==> config.mk <==
export PLATFORM = sky130hd
export DESIGN_NAME = matmul_stream_host
export DESIGN_NICKNAME = d
export VERILOG_FILES = /design/src/rtl/matmul_pkg.sv /design/src/rtl/mm_flat_serializer.sv /design/src/rtl/matmul_stream_host.sv
export SDC_FILE = /design/constraint.sdc
export NUM_CORES = 2
export LEC_CHECK = 0
export CAP_MARGIN = 40
export CORE_AREA = 10 10 307 309
export DETAILED_ROUTE_END_ITERATION = 8
export DIE_AREA = 0 0 317 319
export GPL_TIMING_DRIVEN = 0
export PLACE_DENSITY = 0.66
export SYNTH_ARGS = -nofsm -noshare
export SYNTH_HDL_FRONTEND = slang
export SYNTH_HIERARCHICAL = 1
export SYNTH_SLANG_ARGS = --single-unit
==> constraint.sdc <==
create_clock -name clk -period 4.7 [get_ports clk]
set_clock_uncertainty 0.2 [all_clocks]
set_input_delay 0.94 -clock clk [delete_from_list [all_inputs] [get_ports clk]]
set_output_delay 0.94 -clock clk [all_outputs]
set_load 0.05 [all_outputs]
==> src/rtl/matmul_pkg.sv <==
// Shared types and constants for the matmul host-side stream initiator.
// Element width/count defaults and the host FSM state encoding.
package matmul_pkg;

   localparam int MM_WIDTH = 16;
   localparam int MM_ELEMS = 16;

   typedef logic [MM_WIDTH-1:0] elem_t;

   typedef enum logic [1:0] {LOAD, START, WAIT, DRAIN} mm_host_state_t;

   // A frame is well formed only when s_last coincides with the final element slot.
   function automatic logic frame_error(input logic last, input logic [4:0] cnt,
                                        input logic [4:0] cnt_last);
      return last != (cnt == cnt_last);
   endfunction

endpackage

==> src/rtl/mm_flat_serializer.sv <==
// Latches the accelerator's packed C result and streams it out element by element
// over a valid/ready interface; reports the final accepted beat to the parent.
module mm_flat_serializer
   import matmul_pkg::*;
#(
   parameter int WIDTH       = MM_WIDTH,
   parameter int MATRIX_SIZE = MM_ELEMS
) (
   input  logic                         clk,
   input  logic                         rst,
   input  logic                         load_i,
   input  logic [WIDTH*MATRIX_SIZE-1:0] c_flat_i,
   input  logic                         m_ready,
   output logic                         m_valid,
   output logic [WIDTH-1:0]             m_data,
   output logic                         m_last,
   output logic                         done_o
);

   localparam int IDX_W = $clog2(MATRIX_SIZE);
   localparam logic [IDX_W-1:0] IDX_LAST = IDX_W'(MATRIX_SIZE - 1);

   logic [WIDTH*MATRIX_SIZE-1:0] c_q, c_d;
   logic [IDX_W-1:0]             idx_q, idx_d;
   logic                         vld_q, vld_d;
   logic                         beat;

   assign beat = vld_q && m_ready;

   always_comb begin
      c_d   = c_q;
      idx_d = idx_q;
      vld_d = vld_q;
      if (load_i) begin
         c_d   = c_flat_i;
         idx_d = '0;
         vld_d = 1'b1;
      end else if (beat) begin
         if (idx_q == IDX_LAST) begin
            vld_d = 1'b0;
            idx_d = '0;
         end else begin
            idx_d = idx_q + 1'b1;
         end
      end
   end

   // Output stage: data is a pure mux of the latch, so it holds during backpressure.
   always_ff @(posedge clk) begin
      if (rst) begin
         c_q   <= '0;
         idx_q <= '0;
         vld_q <= 1'b0;
      end else begin
         c_q   <= c_d;
         idx_q <= idx_d;
         vld_q <= vld_d;
      end
   end

   assign m_valid = vld_q;
   assign m_data  = vld_q ? c_q[int'(idx_q)*WIDTH +: WIDTH] : '0;
   assign m_last  = vld_q && (idx_q == IDX_LAST);
   assign done_o  = beat && (idx_q == IDX_LAST);

endmodule

==> src/rtl/matmul_stream_host.sv <==
// Host initiator for the 4x4 matmul accelerator: packs an A/B element stream into
// flat operand buses, pulses start, waits for done (with timeout) and streams C back.
module matmul_stream_host
   import matmul_pkg::*;
#(
   parameter int WIDTH       = MM_WIDTH,
   parameter int MATRIX_SIZE = MM_ELEMS,
   parameter int TIMEOUT_CYC = 256
) (
   input  logic                         clk,
   input  logic                         rst,
   input  logic                         s_valid,
   output logic                         s_ready,
   input  logic [WIDTH-1:0]             s_data,
   input  logic                         s_last,
   output logic                         m_valid,
   input  logic                         m_ready,
   output logic [WIDTH-1:0]             m_data,
   output logic                         m_last,
   output logic                         acc_start,
   output logic [WIDTH*MATRIX_SIZE-1:0] acc_A_flat,
   output logic [WIDTH*MATRIX_SIZE-1:0] acc_B_flat,
   input  logic [WIDTH*MATRIX_SIZE-1:0] acc_C_flat,
   input  logic                         acc_done,
   output logic                         busy,
   output logic                         err_frame,
   output logic                         err_timeout
);

   localparam int TMR_W = $clog2(TIMEOUT_CYC);
   localparam logic [TMR_W-1:0] TMR_LAST = TMR_W'(TIMEOUT_CYC - 1);
   localparam logic [4:0]       CNT_LAST = 5'(2 * MATRIX_SIZE - 1);

   mm_host_state_t               state_q, state_d;
   logic [4:0]                   cnt_q, cnt_d;
   logic [TMR_W-1:0]             timer_q, timer_d;
   logic [WIDTH*MATRIX_SIZE-1:0] a_q, a_d;
   logic [WIDTH*MATRIX_SIZE-1:0] b_q, b_d;
   logic                         beat;
   logic                         capture;
   logic                         drain_done;

   assign beat = s_valid && s_ready;

   always_comb begin
      state_d     = state_q;
      cnt_d       = cnt_q;
      timer_d     = timer_q;
      a_d         = a_q;
      b_d         = b_q;
      capture     = 1'b0;
      err_frame   = 1'b0;
      err_timeout = 1'b0;
      case (state_q)
         LOAD: begin
            if (beat) begin
               if (int'(cnt_q) < MATRIX_SIZE) begin
                  a_d[int'(cnt_q)*WIDTH +: WIDTH] = s_data;
               end else begin
                  b_d[(int'(cnt_q) - MATRIX_SIZE)*WIDTH +: WIDTH] = s_data;
               end
               // Partial operands from an aborted frame stay on the buses.
               if (frame_error(s_last, cnt_q, CNT_LAST)) begin
                  err_frame = 1'b1;
                  cnt_d     = '0;
               end else if (s_last) begin
                  state_d = START;
                  cnt_d   = '0;
               end else begin
                  cnt_d = cnt_q + 5'd1;
               end
            end
         end
         START: begin
            timer_d = '0;
            state_d = WAIT;
         end
         WAIT: begin
            if (acc_done) begin
               capture = 1'b1;
               state_d = DRAIN;
            end else if (timer_q == TMR_LAST) begin
               err_timeout = 1'b1;
               state_d     = LOAD;
               cnt_d       = '0;
            end else begin
               timer_d = timer_q + 1'b1;
            end
         end
         DRAIN: begin
            if (drain_done) begin
               state_d = LOAD;
               cnt_d   = '0;
            end
         end
         default: begin
            state_d = LOAD;
            cnt_d   = '0;
         end
      endcase
   end

   always_ff @(posedge clk) begin
      if (rst) begin
         state_q <= LOAD;
         cnt_q   <= '0;
         timer_q <= '0;
         a_q     <= '0;
         b_q     <= '0;
      end else begin
         state_q <= state_d;
         cnt_q   <= cnt_d;
         timer_q <= timer_d;
         a_q     <= a_d;
         b_q     <= b_d;
      end
   end

   assign s_ready    = (state_q == LOAD);
   assign acc_start  = (state_q == START);
   assign busy       = !((state_q == LOAD) && (cnt_q == '0));
   assign acc_A_flat = a_q;
   assign acc_B_flat = b_q;

   mm_flat_serializer #(
      .WIDTH       (WIDTH),
      .MATRIX_SIZE (MATRIX_SIZE)
   ) u_ser (
      .clk      (clk),
      .rst      (rst),
      .load_i   (capture),
      .c_flat_i (acc_C_flat),
      .m_ready  (m_ready),
      .m_valid  (m_valid),
      .m_data   (m_data),
      .m_last   (m_last),
      .done_o   (drain_done)
   );

endmodule

==> metrics.txt <==
crit-path cells=buf_6 -> buf_4 -> mux2i_1 -> a22oi_1 -> nand2_1 -> o21ai_1 -> clkdlybuf4s50_1; H-tree depth=3; Comb pwr share=5.7%; port buffer count=805; detailed-route wire length per cell=26.4 um; Total Power=14.5 mW; clk buf depth=3; worst-path cell with the longest stage delay=clkdlybuf4s50_1; proportion of layout cells with a drive suffix above 1=7.09%; Most used DFF post-synth=dfxtp_1; vias in the first global route=29000; fin util=51.5%; I/O pins=813; DR vias=30200; dpl hpwl=120 mm; fmax=0.226 GHz; clock-pin slew on the worst setup and hold paths=0.06 ns; Seq/Total Area, Yosys=48.5%; Initial Utilization=37.0%; top-count cell post-synth=dfxtp_1; RR Startpoint=cnt_q[0]$_SDFFE_PP0P_; Final Wtd Congestion=0.951; largest net degree at the start of global routing=14; IR Drop Worst-Case VDD=0.312 mV; Final period util=94.0%; Hold WC Path Type=reg -> reg; first-pass GRT wire length=210 mm; dominant cell type by area after synthesis=dfxtp_1; warnings from Yosys=6; Final Hold Vio Count=0; cts bufs inserted=86; GR Util All Layers=28.1%; placed instance area=42300 sq um; worst rel slew slack=32.6%; setup TNS=0 ns; Switch Pwr=3.43 mW; RSZ-0062 raised after global routing=no; clk_lat worst skew=0.66 ns; Placeable Area=88000 sq um; hold path start=acc_A_flat[11]$_SDFFE_PP0P_; synth cell count leaders=dfxtp_1, mux2i_1, nand2_1, nor2_1, o21ai_0; Yosys reg bits=788; post-synthesis cell type count=86; Arrival @ worst endpoint=3.28 ns; drt via density=5.30; sequential share of power=46.0%; antenna viol nets, final=0; Max-Cap Viols=0; non-filler instance count after layout=5706; LEAKAGE=15.5 nW; ranking of synthesized cells by area=dfxtp_1, mux2i_1, nand2_1; WP data required=3.56 ns; Non-Filler Cell Area, Final=45300 sq um; CP Buf/Inv Count=3; die width=317 um; DR pass1 iterations=6; CP Class=reg -> out; # DRC=0; crit path from=u_ser/idx_q[0]$_SDFFE_PP0P_; post-synth net total=3845; worst hold slack=0.249 ns; pre-CTS WS=-0.0556 ns; Nets=4759; Syn Inst Count=3556; clock share of power=48.3%; area growth from synthesis to layout=39.1%; DRT iter0 DRCs=2881; pwr dens=321 nW/um^2; GR Overflow Total=0; crit path max fanout=10; crit start category=flip-flop; nature of the critical path endpoint=primary output; dpl cells=5546; Max Slew Vio Count=0; row count=109; Syn Area/Cell=9.16 sq um; Post-Route WL=151 mm; CTS Sinks=788; crit path time final=4.42 ns; switching share of power=23.6%; CP peak stage delay=0.86 ns; Root Driver=clkbuf_16; Syn Std Cell Area=32600 sq um; P_int=11.1 mW; status=completed; final setup margin=0.282 ns; critical path's top delay family=buffers and inverters; die area=101000 sq um; worst-margin pin slew=1.01 ns; final setup fails=0; CTS tree=done; antenna violations before repair=17; top-area cell type share of the netlist area=48.5%; Post-synth EDFFs=0; Die H=319 um; FFs w/ async S/R, synth=0%
-- metal layers --
layer  routed length, um  track usage, %  vias up  share of wire (%)
li1                    -               -    14000                  -
met2               70100            46.4     1514                 46
met1               55500            31.5    14400                 37
met3               16900            10.2      351                 11
met4                8210            14.3       10                5.4
met5                  64               0        -              0.042
-- power by group through the flow --
stage / Combinational [mW] / Clock (mW) / Sequential [mW]
after global routing: 0.853 / 7.33 / 6.69
final: 0.830 / 7.02 / 6.69
after CTS: 0.817 / 7.08 / 6.69
after floorplan: 0.262 / 0 / 6.87
after global placement: 0.794 / 0 / 6.84
after detailed placement: 0.816 / 0 / 6.84
-- logic make-up (layout without fill, tap and decap cells) --
group / after synthesis / in the layout / synth area share (%)
DFF: 788 / 788 / 48.5
adders and majority gates: 11 / 11 / 0.423
buffers and inverters: 318 / 1291 / 5.40
and+or+nand+nor: 1347 / 1347 / 19.8
muxes: 506 / 506 / 15.7
other: 0 / 12 / 0
xor gates and xnor gates: 9 / 9 / 0.242
AOI/OAI and AO/OA: 577 / 577 / 10.1
-- cells in the final DEF (no fill, tap or decap), types with 52 or more instances in the layout --
| cell | synthesis | routed |
|---|---|---|
| a21oi_1 | 209 | 209 |
| a22oi_1 | 59 | 59 |
| buf_2 | 52 | 52 |
| clkbuf_1 | 172 | 189 |
| clkbuf_16 | 0 | 87 |
| clkdlybuf4s50_1 | 0 | 804 |
| dfxtp_1 | 788 | 788 |
| mux2i_1 | 501 | 501 |
| nand2_1 | 459 | 459 |
| nand2b_1 | 85 | 85 |
| nand3_1 | 144 | 143 |
| nand3b_1 | 127 | 127 |
| nor2_1 | 388 | 388 |
| o21ai_0 | 229 | 229 |
-- area by class of cell --
cell class                      instances  area (sq um)
Timing Repair Buffer                  826          8320
Inverter                                9          33.8
Multi-Input combinational cell       2450         15000
Clock buffer                          129          2580
Sequential cell                       788         15800
Antenna cell                           12          30.0
Tap cell                             1165          1460
Buffer                                309          1720
Clock inverter                         18           337
Fill cell                            8296         42700
-- state kept, by name, summed over array words and instances (netlist names) --
name,flops
acc_B_flat,256
u_ser/c_q,256
u_ser/m_valid,1
cnt_q,5
u_ser/idx_q,4
acc_A_flat,256
timer_q,8
state_q,2
-- timing repair --
action	in CTS	in global routing
resized for setup	0	3
endpoints found under the setup margin	0	21
setup buffers	0	0
hold buffers	0	0
-- final timing paths --
| check | end | slack (ns) | cells past startpoint |
|---|---|---|---|
| hold reg to reg | acc_A_flat[11]$_SDFFE_PP0P_ | 0.25 | 2 |
| hold / removal | acc_A_flat[11]$_SDFFE_PP0P_ | 0.25 | 2 |
| setup reg to reg | acc_A_flat[31]$_SDFFE_PP0P_ | 0.46 | 14 |
| setup / recovery | m_data[7] | 0.28 | 7 |
-- worst min-delay path, stage by stage (launching register included) --
cell and delay (ns):
dfxtp_1 0.31, nand2_1 0.05, a21oi_1 0.05
Note: power is estimated with default switching activity, not from simulation.
